==> src/rtl/music_pkg.sv <==
// Shared types and constants for the song sequencer and its pitch table.
package music_pkg;

    typedef enum logic [2:0] {
        ST_IDLE,
        ST_FETCH,
        ST_LOAD,
        ST_PLAY,
        ST_GAP,
        ST_DONE
    } state_t;

    localparam int MS_W    = 10;
    localparam int PITCH_W = 6;

    localparam logic [PITCH_W-1:0] PITCH_END  = 6'd63;
    localparam logic [PITCH_W-1:0] PITCH_REST = 6'd0;

    // Note word layout: [15:10] pitch index, [9:0] duration in ms.
    typedef struct packed {
        logic [PITCH_W-1:0] pitch;
        logic [MS_W-1:0]    ms;
    } note_word_t;

    // Half-periods of C3..B3 in cycles of a 12 MHz system clock.
    // Higher octaves halve the value once per octave.
    localparam logic [15:0] BASE_HALF_PERIOD [12] = '{
        16'd45868, 16'd43293, 16'd40864, 16'd38570,
        16'd36406, 16'd34362, 16'd32432, 16'd30612,
        16'd28895, 16'd27273, 16'd25742, 16'd24297
    };

endpackage

==> src/rtl/music_note_table.sv <==
// Pitch index -> tone half-period. Pitch 1 is C3, each step is one semitone;
// the rest and end-marker pitches map to 0.
module music_note_table
    import music_pkg::*;
(
    input  logic [PITCH_W-1:0] pitch,
    output logic [15:0]        half_period
);

    logic [PITCH_W-1:0] idx;
    logic [3:0]         semitone;
    logic [2:0]         octave;

    // Split the pitch into semitone and octave, then scale the base entry.
    always_comb begin
        // NOTE: every output gets a value on every path, so no latch is inferred.
        idx         = pitch - PITCH_W'(1);
        semitone    = 4'(idx % PITCH_W'(12));
        octave      = 3'(idx / PITCH_W'(12));
        half_period = BASE_HALF_PERIOD[semitone] >> octave;
        if (pitch == PITCH_REST || pitch == PITCH_END) begin
            half_period = '0;
        end
    end

endmodule

==> src/rtl/music_sequencer.sv <==
// Song sequencer: walks a synchronous song ROM, gates the tone generator for
// each note's duration (ms x ticks_per_milli cycles) and inserts a silent gap.
module music_sequencer
    import music_pkg::*;
#(
    parameter int ADDR_W = 8,
    parameter int GAP_MS = 20,
    parameter int TPM_W  = 16
) (
    input  logic              clk,
    input  logic              rst_n,
    input  logic              start,
    input  logic              stop,
    input  logic              loop_en,
    input  logic [TPM_W-1:0]  ticks_per_milli,
    output logic [ADDR_W-1:0] rom_addr,
    input  logic [15:0]       rom_data,
    output logic              tone_en,
    output logic [15:0]       tone_half_period,
    output logic [7:0]        led,
    output logic              busy,
    output logic              done
);

    state_t              state_q, state_d;
    logic [ADDR_W-1:0]   rom_addr_q, rom_addr_d;
    logic                tone_en_q, tone_en_d;
    logic [15:0]         half_q, half_d;
    logic [7:0]          led_q, led_d;
    logic                done_q, done_d;
    logic [TPM_W-1:0]    tick_q, tick_d;
    logic [TPM_W-1:0]    tpm_q, tpm_d;
    logic [MS_W-1:0]     ms_q, ms_d;

    note_word_t          word;
    logic [15:0]         table_half;
    logic [TPM_W-1:0]    tpm_eff;
    logic                tick_wrap;

    assign word      = note_word_t'(rom_data);
    assign tpm_eff   = (ticks_per_milli == '0) ? TPM_W'(1) : ticks_per_milli;
    assign tick_wrap = (tick_q == tpm_q - TPM_W'(1));

    music_note_table u_note_table (
        .pitch       (word.pitch),
        .half_period (table_half)
    );

    // Next-state and next-output logic for the playback FSM and its counters.
    always_comb begin
        state_d    = state_q;
        rom_addr_d = rom_addr_q;
        tone_en_d  = tone_en_q;
        half_d     = half_q;
        led_d      = led_q;
        done_d     = 1'b0;
        tick_d     = tick_q;
        tpm_d      = tpm_q;
        ms_d       = ms_q;

        case (state_q)
            ST_IDLE: begin
                if (start) begin
                    state_d    = ST_FETCH;
                    rom_addr_d = '0;
                end
            end
            ST_FETCH: begin
                // ROM data for rom_addr_q appears during the following cycle.
                state_d = ST_LOAD;
            end
            ST_LOAD: begin
                if (word.pitch == PITCH_END) begin
                    if (loop_en) begin
                        rom_addr_d = '0;
                        state_d    = ST_FETCH;
                    end else begin
                        state_d   = ST_DONE;
                        done_d    = 1'b1;
                        led_d     = '0;
                        tone_en_d = 1'b0;
                    end
                end else if (word.ms == '0) begin
                    rom_addr_d = rom_addr_q + ADDR_W'(1);
                    state_d    = ST_FETCH;
                end else begin
                    half_d    = table_half;
                    led_d     = {2'b00, word.pitch};
                    tone_en_d = (word.pitch != PITCH_REST);
                    ms_d      = word.ms;
                    tick_d    = '0;
                    tpm_d     = tpm_eff;
                    state_d   = ST_PLAY;
                end
            end
            ST_PLAY: begin
                if (tick_wrap) begin
                    tick_d = '0;
                    tpm_d  = tpm_eff;
                    ms_d   = ms_q - MS_W'(1);
                    if (ms_q == MS_W'(1)) begin
                        tone_en_d = 1'b0;
                        if (GAP_MS != 0) begin
                            ms_d    = MS_W'(GAP_MS);
                            state_d = ST_GAP;
                        end else begin
                            rom_addr_d = rom_addr_q + ADDR_W'(1);
                            state_d    = ST_FETCH;
                        end
                    end
                end else begin
                    tick_d = tick_q + TPM_W'(1);
                end
            end
            ST_GAP: begin
                if (tick_wrap) begin
                    tick_d = '0;
                    tpm_d  = tpm_eff;
                    ms_d   = ms_q - MS_W'(1);
                    if (ms_q == MS_W'(1)) begin
                        rom_addr_d = rom_addr_q + ADDR_W'(1);
                        state_d    = ST_FETCH;
                    end
                end else begin
                    tick_d = tick_q + TPM_W'(1);
                end
            end
            ST_DONE: begin
                rom_addr_d = '0;
                state_d    = ST_IDLE;
            end
            default: begin
                state_d = ST_IDLE;
            end
        endcase

        // Stop overrides everything, including a start in the same cycle.
        if (stop) begin
            state_d    = ST_IDLE;
            rom_addr_d = '0;
            tone_en_d  = 1'b0;
            led_d      = '0;
            done_d     = 1'b0;
            half_d     = half_q;
            tick_d     = '0;
            ms_d       = '0;
        end
    end

    // State and output registers with synchronous active-low reset.
    always_ff @(posedge clk) begin
        // NOTE: non-blocking assignments so every flop samples pre-edge values.
        if (!rst_n) begin
            state_q    <= ST_IDLE;
            rom_addr_q <= '0;
            tone_en_q  <= 1'b0;
            half_q     <= '0;
            led_q      <= '0;
            done_q     <= 1'b0;
            tick_q     <= '0;
            tpm_q      <= '0;
            ms_q       <= '0;
        end else begin
            state_q    <= state_d;
            rom_addr_q <= rom_addr_d;
            tone_en_q  <= tone_en_d;
            half_q     <= half_d;
            led_q      <= led_d;
            done_q     <= done_d;
            tick_q     <= tick_d;
            tpm_q      <= tpm_d;
            ms_q       <= ms_d;
        end
    end

    assign rom_addr         = rom_addr_q;
    assign tone_en          = tone_en_q;
    assign tone_half_period = half_q;
    assign led              = led_q;
    assign done             = done_q;
    assign busy             = (state_q != ST_IDLE);

endmodule

==> config.mk <==
export PLATFORM = sky130hd
export DESIGN_NAME = music_sequencer
export DESIGN_NICKNAME = d
export VERILOG_FILES = /design/src/rtl/music_pkg.sv /design/src/rtl/music_note_table.sv /design/src/rtl/music_sequencer.sv
export SDC_FILE = /design/constraint.sdc
export NUM_CORES = 1
export LEC_CHECK = 0
export ABC_AREA = 1
export CAP_MARGIN = 20
export CORE_MARGIN = 5
export CORE_UTILIZATION = 55
export CTS_BUF_LIST = sky130_fd_sc_hd__clkbuf_4 sky130_fd_sc_hd__clkbuf_8 sky130_fd_sc_hd__clkbuf_16
export DETAILED_ROUTE_END_ITERATION = 8
export HOLD_SLACK_MARGIN = 0.05
export PLACE_DENSITY = 0.87
export SLEW_MARGIN = 20
export SYNTH_ARGS = -nofsm -noshare
export SYNTH_HDL_FRONTEND = slang
export SYNTH_HIERARCHICAL = 1
export SYNTH_SLANG_ARGS = --single-unit
==> constraint.sdc <==
create_clock -name clk -period 7.96 [get_ports clk]
set_clock_uncertainty 0.15 [all_clocks]
set_input_delay 1.194 -clock clk [delete_from_list [all_inputs] [get_ports clk]]
set_output_delay 1.194 -clock clk [all_outputs]
set_load 0.02 [all_outputs]
==> results.ini, run 1 <==
[placed_design]
numPortBuffers=69
place_hpwl_um=11470
place_congestion=0.9525

[synth]
synth_top_flop_cell=dfxtp_1
synth-seq-cells=77
syn_area_mm2=0.005817
synth_area_per_cell_um2=6.015
synth_cell_type_count=44
synthArstFlopShare_pct=0
yosys_warnings=6
synth-edff-count=0
ys_seq_area_share_pct=26.50
synth_cells=967

[power]
pwr-share-clk_pct=22.3
swShare_pct=42.01
pwr_density_cell_mw_per_mm2=202.6
pwr-share-comb_pct=45.3
leakagePower_nw=2.995
switching_power_mw=0.5721
ir_worst_vdd_mv=0.09630
power_frac_seq_pct=32.4
p_int_mw=0.7898

[timing]
max_slew.worst_pin.slew_ns=1.063
rsz0062_at_grt=no
finalMaxSlewViolations=0
setup_viol=0
maxSlewHeadroom_pct=28.86
fmax_mhz=182.0
finalCritPeriodShare_pct=69.04
hold_viol=0
fin_crit_ns=5.496
tns_ns=0

[grt]
overflow=0
grt_pass1_vias=5661
grt_use_total_pct=23.46
grt_pass1_wl_um=25560
antenna_found_initial=0
grt_max_degree=63

[routing]
drtIter0Drc=431
firstDrtPassIters=5
routed-via-count=6314
ant_nets=0
routed_wl_um=15100
avgViaCountPerCell=5.438
post_drt_wl_per_cell_um=13.01
drc=0

[die]
start_util_pct=56.34
die_area_mm2=0.01273
ios=72
die_width_um=112.8
core_mm2=0.01032
die_y_um=112.8
num_rows=37

[finish]
diodes=0
utilization_pct=65.11
drive_gt1_share_pct=4.878
area_delta_synth_final_pct=15.55
fillCellCount=996
multi_input_area_mm2=0.003700
seqCellArea_mm2=0.001541
fin_nets=1070

[clock_tree]
clk_pin_slew_ns=0.08
htree_levels=3
clock-sinks=77
cts_setup_buffers=0
cts_resized=0
root_buffer=clkbuf_8
clk_latency_ns=0.36
clk_path_buf_depth=2
cts_buffers=9
holdBufCountCts=0
cts_tree=built

[critical_path]
required_ns=8.03
start_kind=primary input
endpoint_kind=flip-flop
arrival_ns=5.57
cp_max_fo=17
rrSetupSlack_ns=4.34
crit_type=in -> reg

[status]
status=finished, final reports clean

[hold_path]
min_path_type=reg -> reg

[flow_run]
max-cap-violations=0

[power by group through the flow]
stage / combinational, mW / clock, mW / sequential [mW]
global route: 0.705 / 0.324 / 0.446
finish: 0.617 / 0.304 / 0.441
detailed placement: 0.609 / 0 / 0.449
global placement: 0.602 / 0 / 0.449
floorplan: 0.481 / 0 / 0.449
CTS: 0.613 / 0.310 / 0.441
[cells in the final DEF, fill, tap and decap left out, types with 5 or more instances in the layout]
cell type / synthesis / routed
nor2_1: 120 / 120
clkdlybuf4s50_1: 0 / 68
o21ai_0: 31 / 31
nor3_1: 12 / 12
nand3_1: 115 / 115
nand2_2: 11 / 11
a21oi_1: 72 / 72
nand3b_1: 15 / 15
nor4_1: 8 / 8
nand2_1: 263 / 262
ha_1: 13 / 13
dfxtp_1: 77 / 77
nor2_2: 5 / 5
inv_1: 104 / 104
nand4_1: 17 / 17
xor2_1: 21 / 21
xnor2_1: 12 / 12
clkbuf_8: 0 / 10
[state kept, by name (all words and copies together) (netlist names)]
register and flops:
tone_half_period 16, tpm_q 16, state_q 3, led 6, done 1, rom_addr 8
tick_q 16, tone_en 1, ms_q 10
[routing by layer]
layer	vias to the layer above	global-route usage, %	routed length, um
met5	-	0	0
met3	28	3.743	738
met2	171	41.23	7499
li1	3235	-	-
met1	2880	29.61	6552
met4	0	6.731	310
[stage by stage]
| stage | cell area (um^2) | power, mW | setup slack [ns] | instances | hold slack [ns] |
|---|---|---|---|---|---|
| finish | 6721 | 1.362 | 2.464 | 1161 | 0.2970 |
| global placement | 6521 | 1.051 | 2.320 | 1145 | 0.2833 |
| detailed placement | 6521 | 1.058 | 2.114 | 1145 | 0.2885 |
| floorplan | 5821 | 0.9300 | 3.504 | 968 | 0.3213 |
| CTS | 6721 | 1.364 | 2.488 | 1161 | 0.2989 |
| global route | 6721 | 1.474 | 2.075 | 1161 | 0.3206 |
[cell usage after synthesis (5+ instances only)]
library cell  count  area, um^2
nand2_2          11       68.82
xor2_1           21       183.9
buf_2            10       50.05
xnor2_1          12       105.1
clkbuf_1         12       45.04
dfxtp_1          77        1541
a21oi_1          72       360.4
nor2_2            5       31.28
ha_1             13       162.7
nor4_1            8       50.05
nor2_1          120       450.4
nand3_1         115       575.6
nand3b_1         15       112.6
nand2_1         263       987.2
inv_1           104       390.4
o21ai_0          31       155.2
nor3_1           12       60.06
nand4_1          17       106.4
[kinds of logic (layout without fill, tap and decap cells)]
family,Yosys count,count (layout),synth area share [%]
AND/OR/NAND/NOR,580,580,44.03
XOR/XNOR,33,33,4.969
other,1,2,0.06447
adder cells (fa/ha/maj),13,13,2.796
buffers and inverters,139,196,10.09
AO/OA/AOI/OAI,124,124,11.55
flip-flops,77,77,26.50
[final timing paths]
kind	from	endpoint	cells past startpoint
hold / removal	tone_half_period[10]	tone_half_period[10]	2
setup / recovery	rom_data[10]	tone_half_period[13]	28
hold reg to reg	tone_half_period[10]	tone_half_period[10]	2
setup reg to reg	state_q[2]	tick_q[9]	9
[final cells by class]
class,count,area share [%]
flip-flops and latches,77,22.93
repair buffers,71,10.42
multi-input cells,752,55.04
inverters,109,6.087
well taps,136,2.532
clock inverters,4,0.7074
clock buffers,12,2.271
[worst max-delay path, cell delays in order]
cell             delay [ns]
clkdlybuf4s50_1        0.61
inv_1                  0.20
ha_1                   0.32
nand2_1                0.09
nand2_1                0.05
nand2_1                0.12
ha_1                   0.27
inv_2                  0.10
or2_1                  0.24
nand2_1                0.11
inv_1                  0.06
nand2_1                0.05
nand2_1                0.09
ha_1                   0.19
inv_1                  0.11
nand3_2                0.31
nand2_2                0.19
nand2_1                0.12
ha_1                   0.19
inv_1                  0.08
nand2_1                0.06
nand2_1                0.11
a21boi_1               0.22
o21ai_1                0.12
nand2_1                0.08
nor2_1                 0.03
o21ai_0                0.18
a21oi_1                0.06
Note: power is estimated with default switching activity, not from simulation.
==> run 2: changes to the inputs <==
clock period = 5.37 ns   (was 7.96 ns; I/O delays follow)
==> run 2 against run 1 <==
Effect of this change:
- core utilization grew 0.68 points
- global-route usage grew 0.34 points
- total power grew 50%
- final area grew 1.0%
- count of clock-buffer cells in the layout grew 1
- non-clock buffer count grew 8
- register-to-register slack lost 1.9 ns
- sequential share of layout area shrank 0.24 points
- sequential power grew 48%
- worst setup slack lost 1.9 ns
- worst hold slack lost 0.0011 ns
- sequential cell count is the same
- critical endpoint is now tone_half_period[11]
- highest routed layer unchanged
==> results.ini, run 2 (synthesis results as in run 1) <==
[routing]
firstDrtPassIters=5
post_drt_wl_per_cell_um=13.07
drc=0
routed_wl_um=15280
avgViaCountPerCell=5.365
routed-via-count=6272
ant_nets=0
drtIter0Drc=379

[power]
ir_worst_vdd_mv=0.1608
pwr_density_cell_mw_per_mm2=301.5
finalPower_mw=2.048
leakagePower_nw=3.039

[grt]
grt_max_degree=49
antenna_found_initial=0
grt_pass1_wl_um=25680
overflow=0
grt_use_total_pct=23.80
grt_pass1_vias=5862

[critical_path]
crit_type=in -> reg
arrival_ns=4.92
critPathMaxStageDelay_ns=0.41
path_delay_family=simple AND/OR/NAND/NOR gates
path_buf_inv=6
path_common_cell=nand2_1
rrSetupSlack_ns=2.45
start_kind=primary input
cp_max_fo=17
required_ns=5.45
endpoint_kind=flip-flop
cp_slowest_cell=clkdlybuf4s50_1

[die]
num_rows=37
ios=72
start_util_pct=56.34
core_mm2=0.01032
die_width_um=112.8
die_y_um=112.8
die_area_mm2=0.01273

[finish]
area_delta_synth_final_pct=16.76
final_cell_mix=262 x nand2_1, 120 x nor2_1, 115 x nand3_1
utilization_pct=65.79
fin_nets=1078
drive_gt1_share_pct=5.518
final_common_cell=nand2_1
diodes=0

[timing]
rsz0062_at_grt=no
finalMaxSlewViolations=0
fin_crit_ns=4.842
hold_viol=0
maxSlewHeadroom_pct=54.13
max_slew.worst_pin.slew_ns=0.6817
fmax_mhz=206.5
finalCritPeriodShare_pct=90.16
tns_ns=0
setup_viol=0

[clock_tree]
htree_levels=3
clk_pin_slew_ns=0.08
cts_setup_buffers=0
clk_path_buf_depth=2
holdBufCountCts=0
clk_latency_ns=0.36
cts_resized=0
root_buffer=clkbuf_8
cts_buffers=9
cts_tree=built
clock-sinks=77

[placed_design]
place_congestion=0.9805
place_hpwl_um=11690
numPortBuffers=69

[hold_path]
min_path_type=reg -> reg

[status]
status=finished, final reports clean

[flow_run]
max-cap-violations=0

-- run 2: final cells by class --
cell class,count,area [um^2]
multi-input combinational,752,3695
fill,969,3532
sequential,77,1541
timing repair buffer,79,765.7
inverter,109,409.1
tap,136,170.2
clock buffer,13,166.4
clock inverter,3,43.79
-- run 2: per-stage QoR --
stage,setup WS (ns),std cells,hold WS [ns],instance area [um^2]
global placement,0.2965,1153,0.2841,6581
finish,0.5283,1169,0.2959,6792
detailed placement,0.1987,1153,0.2880,6581
global route,0.05848,1169,0.3187,6792
CTS,0.5757,1169,0.2999,6792
floorplan,1.303,968,0.3213,5821
-- run 2: power by group --
part / switching [mW] / total [mW] / internal (mW)
Sequential: 0.0432 / 0.653 / 0.610
Combinational: 0.599 / 0.930 / 0.331
Clock: 0.213 / 0.464 / 0.251
-- run 2: final timing paths --
check / start / endpoint / depth (start not counted)
max: rom_data[10] / tone_half_period[11] / 27
min: tone_half_period[5] / tone_half_period[5] / 2
max reg2reg: state_q[1] / tick_q[3] / 11
min reg2reg: tone_half_period[5] / tone_half_period[5] / 2
-- run 2: tightest hold or removal path, stage by stage, from the launching register on --
cell     delay [ns]
dfxtp_1        0.31
inv_1          0.04
a21oi_1        0.05
-- run 2: routing by layer --
metal	part of all wire (%)	track usage, %	wire length, um	vias to the layer above
met2	49	41.11	7471	153
li1	-	-	-	3255
met1	44	28.67	6698	2824
met5	0	0	0	-
met3	4.6	4.225	707	40
met4	2.6	10.98	399	0
